===== src/rtl/hello_scroll_ctrl.sv =====
// Scroll sequencer for the eight-digit HEX bank: rotates the fixed "HELLO___" message
// by one slot per step, either on a prescaled timer (Run) or on a manual Step edge.
module hello_scroll_ctrl #(
    parameter int TICK_DIV = 25000000,
    parameter int CNT_W    = 25
) (
    input  logic        Clock,
    input  logic        Reset,
    input  logic        Run,
    input  logic        Dir,
    input  logic        Step,
    output logic [23:0] CharBus,
    output logic [2:0]  Offset,
    output logic        Tick,
    output logic        state_dbg
);

    typedef enum logic {
        ST_STOP = 1'b0,
        ST_RUN  = 1'b1
    } state_t;

    localparam logic [CNT_W-1:0] CNT_LAST = CNT_W'(TICK_DIV - 1);

    localparam logic [2:0] CODE_H     = 3'b000;
    localparam logic [2:0] CODE_E     = 3'b001;
    localparam logic [2:0] CODE_L     = 3'b010;
    localparam logic [2:0] CODE_O     = 3'b011;
    localparam logic [2:0] CODE_BLANK = 3'b100;

    state_t           state_q, state_d;
    logic [CNT_W-1:0] cnt_q, cnt_d;
    logic [2:0]       offset_q, offset_d;
    logic             tick_q, tick_d;
    logic             step_d_q, step_d_d;
    logic [23:0]      char_bus;

    logic advance_run;
    logic advance_step;
    logic advance;

    function automatic logic [2:0] msg_code(input logic [2:0] idx);
        logic [2:0] code;
        case (idx)
            3'd0:    code = CODE_H;
            3'd1:    code = CODE_E;
            3'd2:    code = CODE_L;
            3'd3:    code = CODE_L;
            3'd4:    code = CODE_O;
            default: code = CODE_BLANK;
        endcase
        return code;
    endfunction

    // A Run change always wins over a terminal count or a Step edge on the same cycle.
    always_comb begin
        advance_run  = (state_q == ST_RUN) && Run && (cnt_q == CNT_LAST);
        advance_step = (state_q == ST_STOP) && !Run && Step && !step_d_q;
        advance      = advance_run || advance_step;
    end

    always_comb begin
        state_d  = state_q;
        cnt_d    = cnt_q;
        offset_d = offset_q;
        tick_d   = advance;
        step_d_d = Step;

        case (state_q)
            ST_STOP: begin
                cnt_d = '0;
                if (Run) begin
                    state_d = ST_RUN;
                end
            end
            ST_RUN: begin
                if (!Run) begin
                    state_d = ST_STOP;
                    cnt_d   = '0;
                end else if (cnt_q == CNT_LAST) begin
                    cnt_d = '0;
                end else begin
                    cnt_d = cnt_q + 1'b1;
                end
            end
            default: begin
                state_d = ST_STOP;
                cnt_d   = '0;
            end
        endcase

        if (advance) begin
            offset_d = Dir ? (offset_q - 3'd1) : (offset_q + 3'd1);
        end
    end

    always_ff @(posedge Clock) begin
        if (Reset) begin
            state_q  <= ST_STOP;
            cnt_q    <= '0;
            offset_q <= 3'd0;
            tick_q   <= 1'b0;
            step_d_q <= 1'b1;
        end else begin
            state_q  <= state_d;
            cnt_q    <= cnt_d;
            offset_q <= offset_d;
            tick_q   <= tick_d;
            step_d_q <= step_d_d;
        end
    end

    // HEX7 (top field) shows the character at the current offset, HEX0 the one 7 slots on.
    always_comb begin
        char_bus = '0;
        for (int j = 0; j < 8; j++) begin
            char_bus[3*(7-j) +: 3] = msg_code(offset_q + 3'(j));
        end
    end

    assign CharBus   = char_bus;
    assign Offset    = offset_q;
    assign Tick      = tick_q;
    assign state_dbg = state_q;

endmodule

===== config.mk =====
export PLATFORM = sky130hd
export DESIGN_NAME = hello_scroll_ctrl
export DESIGN_NICKNAME = d
export VERILOG_FILES = /design/src/rtl/hello_scroll_ctrl.sv
export SDC_FILE = /design/constraint.sdc
export NUM_CORES = 1
export LEC_CHECK = 0
export BUFFER_PORTS_ARGS = -buffer_cell sky130_fd_sc_hd__buf_2
export CAP_MARGIN = 30
export CORE_ASPECT_RATIO = 0.5
export CORE_MARGIN = 2
export CORE_UTILIZATION = 26
export CTS_BUF_LIST = sky130_fd_sc_hd__clkbuf_8
export DETAILED_ROUTE_END_ITERATION = 7
export PLACE_DENSITY = 0.49
export RECOVER_POWER = 25
export SLEW_MARGIN = 20
export SYNTH_ARGS = -nofsm -noshare
export SYNTH_HDL_FRONTEND = slang
export SYNTH_SLANG_ARGS = --single-unit

===== constraint.sdc =====
create_clock -name Clock -period 4.9 [get_ports Clock]
set_input_delay 1.225 -clock Clock [delete_from_list [all_inputs] [get_ports Clock]]
set_output_delay 1.225 -clock Clock [all_outputs]
set_load 0.01 [all_outputs]

==> results of run 1 <==
## area by class of cell
cell class              instances  area, um2  area share [%]
multi-input cells             172       1096           51.68
flip-flops and latches         31      620.6           29.26
repair buffers                 33      156.4           7.375
well taps                      92      115.1           5.428
clock buffers                   5      68.82           3.245
inverters                      13      48.80           2.301
clock inverters                 3      15.01          0.7080
## stage by stage
stage / setup slack (ns) / total power (W) / instances / hold WS, ns / utilization (%)
final: 1.673 / 0.0004920 / 349 / 0.4872 / 31.65
after global placement: 2.024 / 0.0003053 / 341 / 0.4657 / 30.53
after detailed placement: 1.984 / 0.0003058 / 341 / 0.4672 / 30.53
after global routing: 1.509 / 0.0005158 / 349 / 0.5136 / 31.65
after floorplan: 1.914 / 0.0002889 / 224 / 0.4414 / -
after CTS: 1.657 / 0.0005004 / 349 / 0.4826 / 31.78
## power by group through the flow
stage | logic, W | clock network, W | registers, W
after CTS | 0.0000445 | 0.000200 | 0.000256
after global placement | 0.0000440 | 0 | 0.000261
after floorplan | 0.0000275 | 0 | 0.000261
after global routing | 0.0000485 | 0.000211 | 0.000256
final | 0.0000435 | 0.000193 | 0.000256
after detailed placement | 0.0000443 | 0 | 0.000261
## registers in the layout (all words and copies together) (netlist names)
signal	count
Tick	1
cnt_q	25
step_d_q	1
Offset	3
state_dbg	1
## cells by family (layout without fill, tap and decap cells)
| logic type | count (synthesis) | after routing |
|---|---|---|
| and+or+nand+nor | 101 | 101 |
| AOI/OAI and AO/OA | 40 | 40 |
| DFF | 31 | 31 |
| buffers and inverters | 21 | 54 |
| xor gates and xnor gates | 15 | 15 |
| adders and majority gates | 11 | 11 |
| muxes | 5 | 5 |
## synth_stat cells, drive strengths merged (5+ instances only)
| master | n |
|---|---|
| nand3 | 9 |
| nor2 | 29 |
| clkbuf | 5 |
| nand4 | 5 |
| xnor2 | 12 |
| inv | 13 |
| ha | 11 |
| o21ai | 12 |
| nand2 | 19 |
| or4 | 7 |
| dfxtp | 31 |
| or3 | 5 |
| o31ai | 5 |
| a21oi | 15 |
| nor3 | 8 |
## layer usage
metal	track usage, %	wire [um]	part of all wire [%]
met1	14.81	2061	52
met2	16.62	1575	40
met4	5.603	80	2.0
met5	0	0	0
met3	2.920	226	5.7
## path summary, 6_finish.rpt
check	to	from	depth (start not counted)	slack (ns)
worst min-delay path	cnt_q[0]	cnt_q[0]	1	0.49
worst max-delay path	CharBus[8]	Offset[1]	6	1.67
worst min register to register	cnt_q[0]	cnt_q[0]	1	0.49
worst max register to register	cnt_q[10]	cnt_q[23]	4	2.66
==> reports/metrics.yaml, run 1 <==
pwr:
  switching_share_pct: 25.03
  seq_power_share_pct: 52.0
  p_int_w: 0.0003688
  p_switching_w: 0.0001232
  ir_worst_vdd_uv: 76.92
  power.density_nw_per_um2: 232.0
  p_comb_share_pct: 8.9
  p_leak_nw: 0.7691
  power.share.clock_pct: 39.2
grt:
  grt_usage_pct: 11.15
  grt_pass1_wl_um: 6837
  first_global_vias: 1493
  grt_max_degree: 26
  grt-ovfl-total: 0
  antenna_found_initial: 0
worst_setup_path:
  path_cells: "inv_1 -> ha_1 -> or2_2 -> a21o_1 -> nor3b_1 -> buf_2"
  critical_path_class: "flop to output port"
  cp.required_ns: 3.67
  critPathTopFamily: "simple AND/OR/NAND/NOR gates"
  max_stage_delay_ns: 0.43
  cp_slowest_cell: "dfxtp_1"
  cp.buffers_inverters: 2
  worstSetupStartpointType: "flop"
  path_max_fanout: 10
  setup.worst_path.end_class: "output port"
  cp.arrival_ns: 2.00
layout:
  final_common_cell: "dfxtp_1"
  final_cell_mix: "dfxtp_1 (31), nor2_1 (29), buf_2 (26)"
  fin_area_um2: 2121
  antenna_cells: 0
  area_growth_syn_to_layout_pct: 17.46
  fin_nets: 272
  final_layout_size_suffix_gt1_share_pct: 16.34
  nFillCells: 726
route:
  viasPerCell: 4.653
  wl_per_cell_um: 11.30
  routed-via-count: 1624
  drt_iter0_drc: 84
  first_pass_iters: 6
  wirelength_um: 3943
  drc: 0
  antenna_left: 0
floorplan:
  start_util_pct: 26.95
  die-area_um2: 7667
  fp-row-count: 21
  core_area_um2: 6700
  die_x_um: 121.9
  die_y_um: 62.93
  ios: 34
timing:
  drv_slew: 0
  tightest_slew_ns: 0.8285
  finClkSkew_ns: 0.006278
  layout_min_cycle_time_ns: 3.227
  hold_viol: 0
  relSlewSlack_pct: 44.77
  setup_viol: 0
  fmax_mhz: 309.9
  timing.final.crit_share_pct: 65.86
  rsz0062_at_grt: "no"
  tns_ns: 0
placement:
  dpl-instance-area_um2: 2046
  port_buffers: 33
  gp_congestion: 0.7479
  dp_hpwl_um: 2949
logic_synthesis:
  synth_top_family_by_area: "simple AND/OR/NAND/NOR gates"
  ys_seq_area_share_pct: 34.37
  synthAdderAreaFrac_pct: 7.623
  synth_edf_count: 0
  synth_cell_type_count: 38
  synthMuxAreaShare_pct: 3.049
  syn_inst: 224
  synth.largest_area_cell: "dfxtp_1"
  synth-async-reset-ratio_pct: 0
  synth_compound_area_share_pct: 12.96
  synth-seq-cells: 31
  yosys_warnings: 0
  synth_top_area_share_pct: 34.37
  avgSynthCellArea_um2: 8.060
  synth.net_count: 240
  synth_xor_area_share_pct: 7.277
  ys_top_cells_by_area: "dfxtp_1 (34%), ha_1 (7.6%), nor2_1 (6.0%)"
  synthSimpleGateAreaFrac_pct: 29.80
  syn_area_um2: 1805
  ys.flop_type: "dfxtp_1"
cts:
  htreeDepth: 2
  ctsRootBufferMaster: "clkbuf_8"
  clk_pin_slew_ns: 0.06
  cts_resized: 0
  cts_sinks: 31
  cts_setup_buffers: 0
  ctsHoldBuffers: 0
  cts_max_path_buffers: 2
  cts_tree: "done"
  cts_buffers: 5
  clock_latency_ns: 0.29
job:
  cap_violations: 0
status:
  status: "finished, final reports clean"
min_path:
  hp-class: "flop to flop"
(Power assumes the default switching activity.)
==> run 2, diff against run 1 <==
Clock period 4.9 ns to 3.3 ns, I/O delays scaled along.
==> reports/metrics.yaml, run 2 (synthesized netlist as in run 1, its figures left out) <==
status:
  status: "finished, final reports clean"
worst_setup_path:
  crit_start: "Offset[1]"
  path_max_fanout: 7
  rrSetupSlack_ns: 1.06
  cp.required_ns: 2.47
  critPathTopFamily: "adder cells"
  crit_top_cell: "ha_1"
  path_cells: "inv_1 -> ha_1 -> ha_1 -> nor2_1 -> o21ai_0 -> a211oi_1 -> buf_2"
  r2r_start: "cnt_q[23]"
  worstSetupStartpointType: "flop"
  setup.worst_path.end_class: "output port"
  cp_slowest_cell: "dfxtp_1"
  max_stage_delay_ns: 0.43
  cp.arrival_ns: 2.02
  cp.buffers_inverters: 2
  critical_path_class: "flop to output port"
layout:
  final_common_cell: "dfxtp_1"
  largest_reg_flops: 25
  fin_area_um2: 2122
  antenna_cells: 0
  area_growth_syn_to_layout_pct: 17.53
  final_layout_size_suffix_gt1_share_pct: 16.73
  final_cell_mix: "dfxtp_1 (31), nor2_1 (29), buf_2 (27)"
  instances_no_fill: 349
  fin_nets: 272
  nFillCells: 729
  regMostFlops: "cnt_q"
timing:
  setup_viol: 0
  relSlewSlack_pct: 45.29
  tns_ns: 0
  timing.final.crit_share_pct: 86.27
  hold_viol: 0
  finClkSkew_ns: 0.007258
  fmax_mhz: 351.3
  tightest_slew_ns: 0.8206
  drv_slew: 0
  rsz0062_at_grt: "no"
  layout_min_cycle_time_ns: 2.847
cts:
  cts_buffers: 5
  clock_latency_ns: 0.29
  ctsRootBufferMaster: "clkbuf_8"
  cts_max_path_buffers: 2
  cts_tree: "done"
  cts_setup_buffers: 0
  htreeDepth: 2
  ctsHoldBuffers: 0
  clk_pin_slew_ns: 0.06
  cts_resized: 0
  cts_sinks: 31
placement:
  dpl.cell_count: 341
  dp_hpwl_um: 2945
  gp_congestion: 0.7479
  port_buffers: 33
  dpl-instance-area_um2: 2046
grt:
  grt_max_degree: 26
  grt_pass1_wl_um: 6824
  grt-ovfl-total: 0
  grt_usage_pct: 11.13
  first_global_vias: 1495
  antenna_found_initial: 0
route:
  drt_iter0_drc: 72
  first_pass_iters: 4
  viasPerCell: 4.716
  routed-via-count: 1646
  antenna_left: 0
  drc: 0
  wl_per_cell_um: 11.44
  wirelength_um: 3993
floorplan:
  fp-row-count: 21
  die_y_um: 62.93
  die_x_um: 121.9
  core_area_um2: 6700
  ios: 34
  die-area_um2: 7667
  start_util_pct: 26.95
pwr:
  totalPowerFinal_w: 0.0007308
  p_leak_nw: 0.7718
  ir_worst_vdd_uv: 113.4
  power.density_nw_per_um2: 344.4
job:
  cap_violations: 0
min_path:
  min_from: "cnt_q[0]"
  hp-class: "flop to flop"
[run 2: cell count changes in the layout (fill, tap and decap cells not counted), sizes merged]
cell    delta
clkbuf     -1
buf        +1
[run 2: cell type report]
class / count / area, um2 / share of cell area, %
inverter: 13 / 48.80 / 2.300
multi-input combinational: 172 / 1096 / 51.65
tap: 92 / 115.1 / 5.424
sequential: 31 / 620.6 / 29.25
clock inverter: 3 / 15.01 / 0.7075
timing repair buffer: 33 / 157.7 / 7.429
clock buffer: 5 / 68.82 / 3.243
[run 2: routing by layer]
metal / global-route usage, % / part of all wire [%]
met1: 14.81 / 53
met2: 16.41 / 40
met3: 2.920 / 5.5
met4: 5.891 / 2.1
met5: 0 / 0
[run 2: path summary, 6_finish.rpt]
kind                  to  cells past startpoint
max          CharBus[11]                      7
min             cnt_q[0]                      1
max reg2reg    cnt_q[10]                      4
min reg2reg     cnt_q[0]                      1
[run 2: where the power goes]
part	switching, W	internal [W]	leakage (nW)	total [W]
Clock	0.000142	0.000144	0.0477	0.000286
Combinational	0.0000379	0.0000270	0.474	0.0000649
Sequential	0.00000300	0.000377	0.250	0.000380
Total	0.000183	0.000548	0.772	0.000731
[run 2: stage by stage]
step,hold slack (ns),utilization [%],setup WS (ns)
2_1_floorplan,0.4414,-,0.7136
3_3_place_gp,0.4657,30.53,0.8241
3_5_place_dp,0.4672,30.53,0.7531
4_1_cts,0.4831,31.78,0.4336
5_1_grt,0.5117,31.67,0.2750
6_report,0.4807,31.67,0.4532
